[src/rtl/fetch_pkg.sv]
// Shared constants, entry type and address helper for the instruction fetch unit.
package fetch_pkg;

  localparam logic [31:0] NOP_INSTR        = 32'h0000_0013;
  localparam logic [31:0] DEFAULT_RESET_PC = 32'h0000_0000;
  localparam int unsigned BUF_DEPTH        = 2;
  localparam int unsigned CNT_W            = $clog2(BUF_DEPTH + 1);
  localparam int unsigned IDX_W            = $clog2(BUF_DEPTH);

  typedef struct packed {
    logic [31:0] instr;
    logic [31:0] pc;
  } fetch_entry_t;

  function automatic logic [31:0] align_word(input logic [31:0] addr);
    return addr & 32'hFFFF_FFFC;
  endfunction

endpackage

[src/rtl/fetch_buf.sv]
// In-order instruction buffer between the memory response and decode.
module fetch_buf
  import fetch_pkg::*;
#(
  parameter logic [31:0] RESET_PC = DEFAULT_RESET_PC
) (
  input  logic             clk,
  input  logic             rst,
  input  logic             flush,
  input  logic             push,
  input  fetch_entry_t     push_entry,
  input  logic             pop,
  output logic [CNT_W-1:0] count,
  output logic             head_valid,
  output logic [31:0]      head_instr,
  output logic [31:0]      head_pc
);

  localparam logic [IDX_W-1:0] HEAD = '0;

  fetch_entry_t     entry [BUF_DEPTH];
  logic [CNT_W-1:0] count_q;
  logic [CNT_W-1:0] slot;
  logic             do_pop;
  logic             do_push;

  assign do_pop  = pop && (count_q != '0);
  assign slot    = count_q - CNT_W'(do_pop);
  assign do_push = push && (slot < CNT_W'(BUF_DEPTH));

  // Head always lives in entry[0]; a pop shifts down first, and the push
  // lands in the first free slot left after that shift.
  always_ff @(posedge clk or posedge rst) begin
    if (rst) begin
      count_q <= '0;
      for (int unsigned i = 0; i < BUF_DEPTH; i++) begin
        entry[IDX_W'(i)] <= '{instr: NOP_INSTR, pc: RESET_PC};
      end
    end else if (flush) begin
      count_q <= '0;
    end else begin
      if (do_pop) begin
        for (int unsigned i = 0; i + 1 < BUF_DEPTH; i++) begin
          entry[IDX_W'(i)] <= entry[IDX_W'(i + 1)];
        end
      end
      if (do_push) begin
        entry[IDX_W'(slot)] <= push_entry;
      end
      count_q <= count_q + CNT_W'(do_push) - CNT_W'(do_pop);
    end
  end

  assign count      = count_q;
  assign head_valid = (count_q != '0);
  assign head_instr = entry[HEAD].instr;
  assign head_pc    = entry[HEAD].pc;

endmodule

[src/rtl/fetch_unit.sv]
// Instruction fetch: issues sequential word reads, buffers responses, handles redirects.
module fetch_unit
  import fetch_pkg::*;
#(
  parameter logic [31:0] RESET_PC = DEFAULT_RESET_PC,
  parameter int unsigned ADDR_W   = 8
) (
  input  logic              clk,
  input  logic              rst,
  input  logic              redirect_en,
  input  logic [31:0]       redirect_pc,
  input  logic              if_ready,
  input  logic              mem_valid,
  input  logic [31:0]       mem_r_data,
  output logic              mem_request,
  output logic [ADDR_W-1:0] mem_address,
  output logic              mem_we_re,
  output logic [3:0]        mem_masking,
  output logic              if_valid,
  output logic [31:0]       if_instr,
  output logic [31:0]       if_pc
);

  localparam int unsigned OCC_W = CNT_W + 1;

  logic [31:0]      fetch_pc;
  logic             inflight;
  logic [31:0]      inflight_pc;
  logic [CNT_W-1:0] buf_count;
  logic [OCC_W-1:0] occupancy;
  logic             pop;
  logic             push;
  fetch_entry_t     resp_entry;

  assign pop        = if_valid && if_ready;
  assign occupancy  = OCC_W'(buf_count) + OCC_W'(inflight) - OCC_W'(pop);
  assign mem_request = !rst && !redirect_en && (occupancy < OCC_W'(BUF_DEPTH));

  // A redirect never issues, so the in-flight flag clears on the same edge
  // that drops the response arriving during the redirect cycle.
  assign push       = mem_valid && inflight && !redirect_en;
  assign resp_entry = '{instr: mem_r_data, pc: inflight_pc};

  always_ff @(posedge clk or posedge rst) begin
    if (rst) begin
      fetch_pc    <= RESET_PC;
      inflight    <= 1'b0;
      inflight_pc <= RESET_PC;
    end else begin
      inflight <= mem_request;
      if (mem_request) begin
        inflight_pc <= fetch_pc;
      end
      if (redirect_en) begin
        fetch_pc <= align_word(redirect_pc);
      end else if (mem_request) begin
        fetch_pc <= fetch_pc + 32'd4;
      end
    end
  end

  fetch_buf #(
    .RESET_PC(RESET_PC)
  ) u_buf (
    .clk       (clk),
    .rst       (rst),
    .flush     (redirect_en),
    .push      (push),
    .push_entry(resp_entry),
    .pop       (pop),
    .count     (buf_count),
    .head_valid(if_valid),
    .head_instr(if_instr),
    .head_pc   (if_pc)
  );

  assign mem_address = fetch_pc[ADDR_W+1:2];
  assign mem_we_re   = 1'b0;
  assign mem_masking = '1;

endmodule

[config.mk]
export PLATFORM = sky130hd
export DESIGN_NAME = fetch_unit
export DESIGN_NICKNAME = d
export VERILOG_FILES = /design/src/rtl/fetch_pkg.sv /design/src/rtl/fetch_buf.sv /design/src/rtl/fetch_unit.sv
export SDC_FILE = /design/constraint.sdc
export NUM_CORES = 1
export LEC_CHECK = 0
export CAP_MARGIN = 20
export CORE_UTILIZATION = 50
export DETAILED_ROUTE_END_ITERATION = 6
export DONT_BUFFER_PORTS = 1
export PLACE_DENSITY = 0.79
export RECOVER_POWER = 25
export SKIP_LAST_GASP = 1
export SLEW_MARGIN = 20
export SYNTH_ARGS = -nofsm -noshare
export SYNTH_HDL_FRONTEND = slang
export SYNTH_SLANG_ARGS = --single-unit
[constraint.sdc]
create_clock -name clk -period 6.46 [get_ports clk]
set_input_delay 1.292 -clock clk [delete_from_list [all_inputs] [get_ports clk]]
set_output_delay 1.292 -clock clk [all_outputs]
set_load 0.01 [all_outputs]
==> Word-level counts from Yosys, hierarchy flattened <==
Cells that the tools add are included.
{ "classes": {"order_cmp": 4, "reduce_logical": 13, "n_addsub": 6, "bitwise_logic": 2, "mux": 9} }
{ "op_table": {"columns": ["op", "count"], "rows": [
  ["64-bit 2-to-1 mux", 3],
  ["128-bit bitwise mux", 1],
  ["128-bit 2-to-1 mux", 1],
  ["64-bit demux with 1-bit select", 1],
  ["32-bit 2-to-1 mux", 2],
  ["32-bit by 3-bit adder with 32-bit output (second input constant)", 1],
  ["1-bit logical AND", 8],
  ["2-bit nonzero test", 2],
  ["2-bit by 1-bit subtractor with 2-bit output", 2],
  ["2-bit by 1-bit adder with 3-bit output", 1],
  ["3-bit by 2-bit < comparator with 1-bit output (second input constant)", 1],
  ["3-bit by 1-bit subtractor with 3-bit output", 1],
  ["2-bit by 1-bit adder with 2-bit output", 1],
  ["2-bit greater-or-equal comparator (second input constant)", 1],
  ["1-bit logical NOT", 2],
  ["2-bit by 1-bit < comparator with 1-bit output (second input constant)", 1],
  ["2-bit < comparator (second input constant)", 1],
  ["2-bit 2-to-1 mux", 1],
  ["1-bit NOT with 2-bit output", 1],
  ["2-bit AND reduction", 1],
  ["1-bit NOT", 1]
]} }
{ "word_totals": {"in_bits": 69, "output_inout_bits": 79, "register_bits": 195, "wordCells": 42} }

==> Logic depth before layout (Yosys ltp) <==
{ "logic_depth": {"depth_word": 11, "ltp_mapped": 14, "ltp_nobuf": 12} }

==> Cells and area by module <==
A second synthesis with hierarchy kept.
{ "unflattened": {"hier_cells": 791, "hier_area_um2": 9022.4} }
{ "modules_own_cells": {"columns": ["mod", "n_inst", "area_each_um2", "cells_per_inst"], "rows": [
  ["fetch_buf", 1, 5938.2, 439],
  ["fetch_unit", 1, 3084.2, 352]
]} }

==> Worst setup path before layout <==
No wires, ideal clock.
{ "synth_timing": {"path_kind": "in2out", "from": "input port if_ready", "to": "output port mem_request", "setup_slack_ns": 1.858, "cell_stages": 11, "path_buffers": 3, "arrival_time_ns": 3.310, "cell_sequence": "nand2_1 -> inv_1 -> ha_1 -> nand2b_1 -> fa_1 -> xor2_1 -> or3_1 -> buf_6 -> inv_6 -> buf_4 -> buf_2"} }
{ "synth_between": {"elab_chain_len": 4} }
{ "synth_lines": {"columns": ["item", "line_no", "source"], "rows": [
  ["from (decl)", "fetch_unit.sv:12", "input logic if_ready,"],
  ["1-bit logical AND", "fetch_unit.sv:35", "assign pop = if_valid && if_ready;"],
  ["3-bit by 1-bit subtractor with 3-bit output", "fetch_unit.sv:36", "assign occupancy = OCC_W'(buf_count) + OCC_W'(inflight) - OCC_W'(pop);"],
  ["3-bit by 2-bit < comparator with 1-bit output", "fetch_unit.sv:37", "assign mem_request = !rst && !redirect_en && (occupancy < OCC_W'(BUF_DEPTH));"],
  ["1-bit logical AND", "fetch_unit.sv:37", null],
  ["to (decl)", "fetch_unit.sv:15", "output logic mem_request,"]
]} }
No other way between the ends.

==> Final worst setup path <==
{ "layout_timing": {"from": "register u_buf.count_q[1] (netlist: u_buf.count[1])", "to": "output port mem_request"} }
{ "layout_between": {"elab_chain_len": 5, "elab_cells_between_ends": 6, "classes_between": "add/sub: 2; order compare: 1; reduce/logical: 3"} }
{ "layout_lines": {"columns": ["item", "line_no", "source"], "rows": [
  ["from (decl)", "fetch_buf.sv:22", "logic [CNT_W-1:0] count_q;"],
  ["from (signal assigned)", "fetch_buf.sv:50", "count_q <= count_q + CNT_W'(do_push) - CNT_W'(do_pop);"],
  ["2-bit nonzero test", "fetch_buf.sv:55", "assign head_valid = (count_q != '0);"],
  ["named net if_valid", "fetch_unit.sv:19", "output logic if_valid,"],
  ["1-bit logical AND", "fetch_unit.sv:35", null],
  ["3-bit by 1-bit subtractor with 3-bit output", "fetch_unit.sv:36", null],
  ["3-bit by 2-bit < comparator with 1-bit output", "fetch_unit.sv:37", null],
  ["1-bit logical AND", "fetch_unit.sv:37", null]
]} }
The timed path passes the listed nets, and every way through them passes these cells.

==> reports/metrics.cfg <==
[critical_path]
cp_slowest_cell=or3_2
reg2reg_setup_slack_ns=1.96
critical_path_class=reg2out
worstPathRequired_ns=5.17
reg2reg_depth=13
reg2reg_to=fetch_pc[17]$_DFFE_PP0P_
cp_data_arrival_time_ns=3.63
worstPathCellList=or2_2 -> nand2_1 -> inv_1 -> ha_1 -> nand2b_1 -> fa_1 -> xor2_1 -> or3_2 -> inv_6
critPathTopFamily=simple AND/OR/NAND/NOR gates
timing.rr.start=u_buf.count[1]$_DFF_PP0_
cp_max_fo=54
cp-end-kind=primary output
critPathMaxStageDelay_ns=0.92
worst_setup_path_start_kind=flip-flop
path_buf_inv=2

[die]
num_rows=48
die_w_um=136
start_util_pct=51.7
core_area_um2=17400
die_area_um2=18500
ios=148
dieHeight_um=136

[synth]
synth_top_family_by_area=multiplexers
syn_avg_cell_area_um2=10.8
synth_cell_types=56
synth_mux_area_share_pct=15.2
yosys_most_used_dff=dfrtp_1
synth_xor_area_share_pct=0.486
synth-edff-count=0
yosysWarnings=0
synthAdderAreaFrac_pct=0.917
synth-simple-area-share_pct=13.0
yosysTopAreaCell=dfrtp_1
synth-seq-cells=189
synth_commonest_cells=dfrtp_1 (183), nand2_1 (116), buf_4 (78), nor2_1 (69), mux2i_1 (67)
synth_top_cell_area_share_pct=50.9
yosysMostFrequentCell=dfrtp_1
yosysSeqAreaShare_pct=52.6
syn_area_um2=9000
yosys-top-cells-area=dfrtp_1 (51%), mux2_2 (7.8%), mux2i_1 (7.4%)
synth_compound_area_share_pct=8.39
postSynth.asyncResetShare_pct=100
synth_cells=836

[power]
p_sw_uw=1510
pwr-share-seq_pct=50.7
clockPowerShare_pct=25.4
ir_drop_v=0.000306
power_leakage_uw=0.00456
p_sw_share_pct=36.1
combPwrFrac_pct=23.9
powerDensity_nw_per_um2=456
p_int_uw=2680

[final_layout]
n_antenna_cell=0
stdcell_area_um2=9190
fillers=1516
layout.nets=820
syn2layout_area_growth_pct=2.10
multi_input_area_um2=3460
ff_latch_area_um2=4740
utilization_pct=52.8
drive_gt1_share_pct=16.8

[route]
first_pass_iters=5
drc=0
ant_nets=0
routed_wl_um=17100
vias=5546
drt-initial-drc-count=330
drt-vias-per-instance=5.64
wl_per_cell_um=17.4

[timing]
clock.fmax_mhz=203
min_period_over_period_pct=76.2
fin_skew_ns=0.00664
setup_ws_ns=1.54
setup_viol=0
min_period_ns=4.92
setup_tns_ns=0
worst_slew_pin_slew_ns=2.67
rsz0062_at_grt=no
max_slew_margin_pct=-78.0
drv_slew=130
hold_violations=0

[global_routing]
grt_pass1_wl_um=27900
antenna_found_initial=0
overflow=0
grt_pass1_vias=5431
grt_start_max_net_pins=130
track_usage_pct=19.5

[clocking]
numClockSinks=189
cts_root_buf=clkbuf_16
hold_buffers=0
clk_pin_slew_ns=0.07
cts_max_path_buffers=2
cts_tree=yes
clock_latency_ns=0.43
post_cts_buffers=0
cts_resized=0
h-tree-depth=4
cts_made_buffers=17

[placement]
io_buffers=0
post_dp_cell_area_um2=8580
dpl.hpwl_um=11300
pre_cts_ws_ns=1.54
gp_congestion=0.834

[worst_hold_path]
min_from=inflight_pc[11]$_DFFE_PP0P_
holdPathEnd=inflight_pc[11]$_DFFE_PP0P_
hold_path_depth=2
hp-class=reg2reg

[run_status]
status=finished, violations left
failed_checks=capacitance limit, slew limit

[flow_run]
max-cap-violations=1

## power groups by stage
| stage | Sequential (uW) | Combinational (uW) | Clock [uW] |
|---|---|---|---|
| after floorplan | 1900 | 1290 | 0 |
| after global placement | 2140 | 964 | 0 |
| after detailed placement | 2160 | 1010 | 0 |
| after CTS | 2130 | 1020 | 1090 |
| after global routing | 2200 | 1160 | 1140 |
| final | 2130 | 1000 | 1060 |
## metal layers
metal	GRT usage (%)	part of all wire, %	up-vias
li1	-	-	2641
met1	26.3	45	2717
met2	29.7	46	167
met3	6.41	7.9	21
met4	6.30	1.1	0
met5	0	0	-
## tightest hold or removal path, cell delays in order, from the launching register on
cell	delay, ns
dfrtp_1	0.36
nand2_1	0.05
nand2_1	0.06
## how the worst max path moves through the flow
stage | slack [ns] | cells past startpoint | to | from
after detailed placement | 1.54 | 8 | mem_request | if_ready
after CTS | 1.50 | 9 | mem_request | u_buf.count[1]$_DFF_PP0_
final | 1.54 | 9 | mem_request | u_buf.count[1]$_DFF_PP0_
after global placement | 1.58 | 8 | mem_request | if_ready
after global routing | 1.35 | 9 | mem_request | u_buf.count[1]$_DFF_PP0_
after floorplan | 0.04 | 1 | fetch_pc[10]$_DFFE_PP0P_ | rst
## sequential cells by signal, indices dropped and copies added, names as in the netlist
name	flops
u_buf.head_instr	32
inflight_pc	30
u_buf.head_pc	32
u_buf.entry	62
fetch_pc	30
u_buf.count	2
inflight	1
## kinds of logic (layout without fill, tap and decap cells)
| group | after synthesis | count (layout) |
|---|---|---|
| AOI/OAI and AO/OA | 119 | 119 |
| and+or+nand+nor | 256 | 256 |
| adders and majority gates | 6 | 6 |
| DFF | 189 | 189 |
| buffers and inverters | 130 | 49 |
| xor gates and xnor gates | 5 | 5 |
| muxes | 129 | 129 |
| other | 2 | 5 |
## cell usage in the layout (no fill, tap or decap), types with 4 or more instances in the layout
master	instances
dfrtp_1	183
nand2_1	116
nor2_1	69
mux2i_1	67
a21oi_1	65
mux2_2	62
nand3_1	19
clkbuf_16	17
o21ai_0	11
inv_1	9
nand4_1	9
a221o_1	9
nor3_1	7
inv_6	6
o311ai_1	6
buf_4	6
dfstp_2	6
a21o_1	5
o211ai_1	5
ha_1	5
conb_1	5
nand2b_1	4
o311ai_0	4
## per-stage QoR
step	total power [uW]	std cells	hold slack, ns
6_report	4190	983	0.499
5_1_grt	4500	983	0.522
4_1_cts	4250	983	0.506
3_5_place_dp	3170	951	0.486
3_3_place_gp	3100	951	0.481
2_1_floorplan	3190	839	0.462
## area by class of cell
cell class | instances | share of cell area (%)
Tap cell | 225 | 3.06
Clock buffer | 18 | 4.78
Timing Repair Buffer | 6 | 0.490
Multi-Input combinational cell | 520 | 37.7
Inverter | 11 | 0.545
Clock inverter | 14 | 1.89
Sequential cell | 189 | 51.5
(Power assumes the default switching activity.)
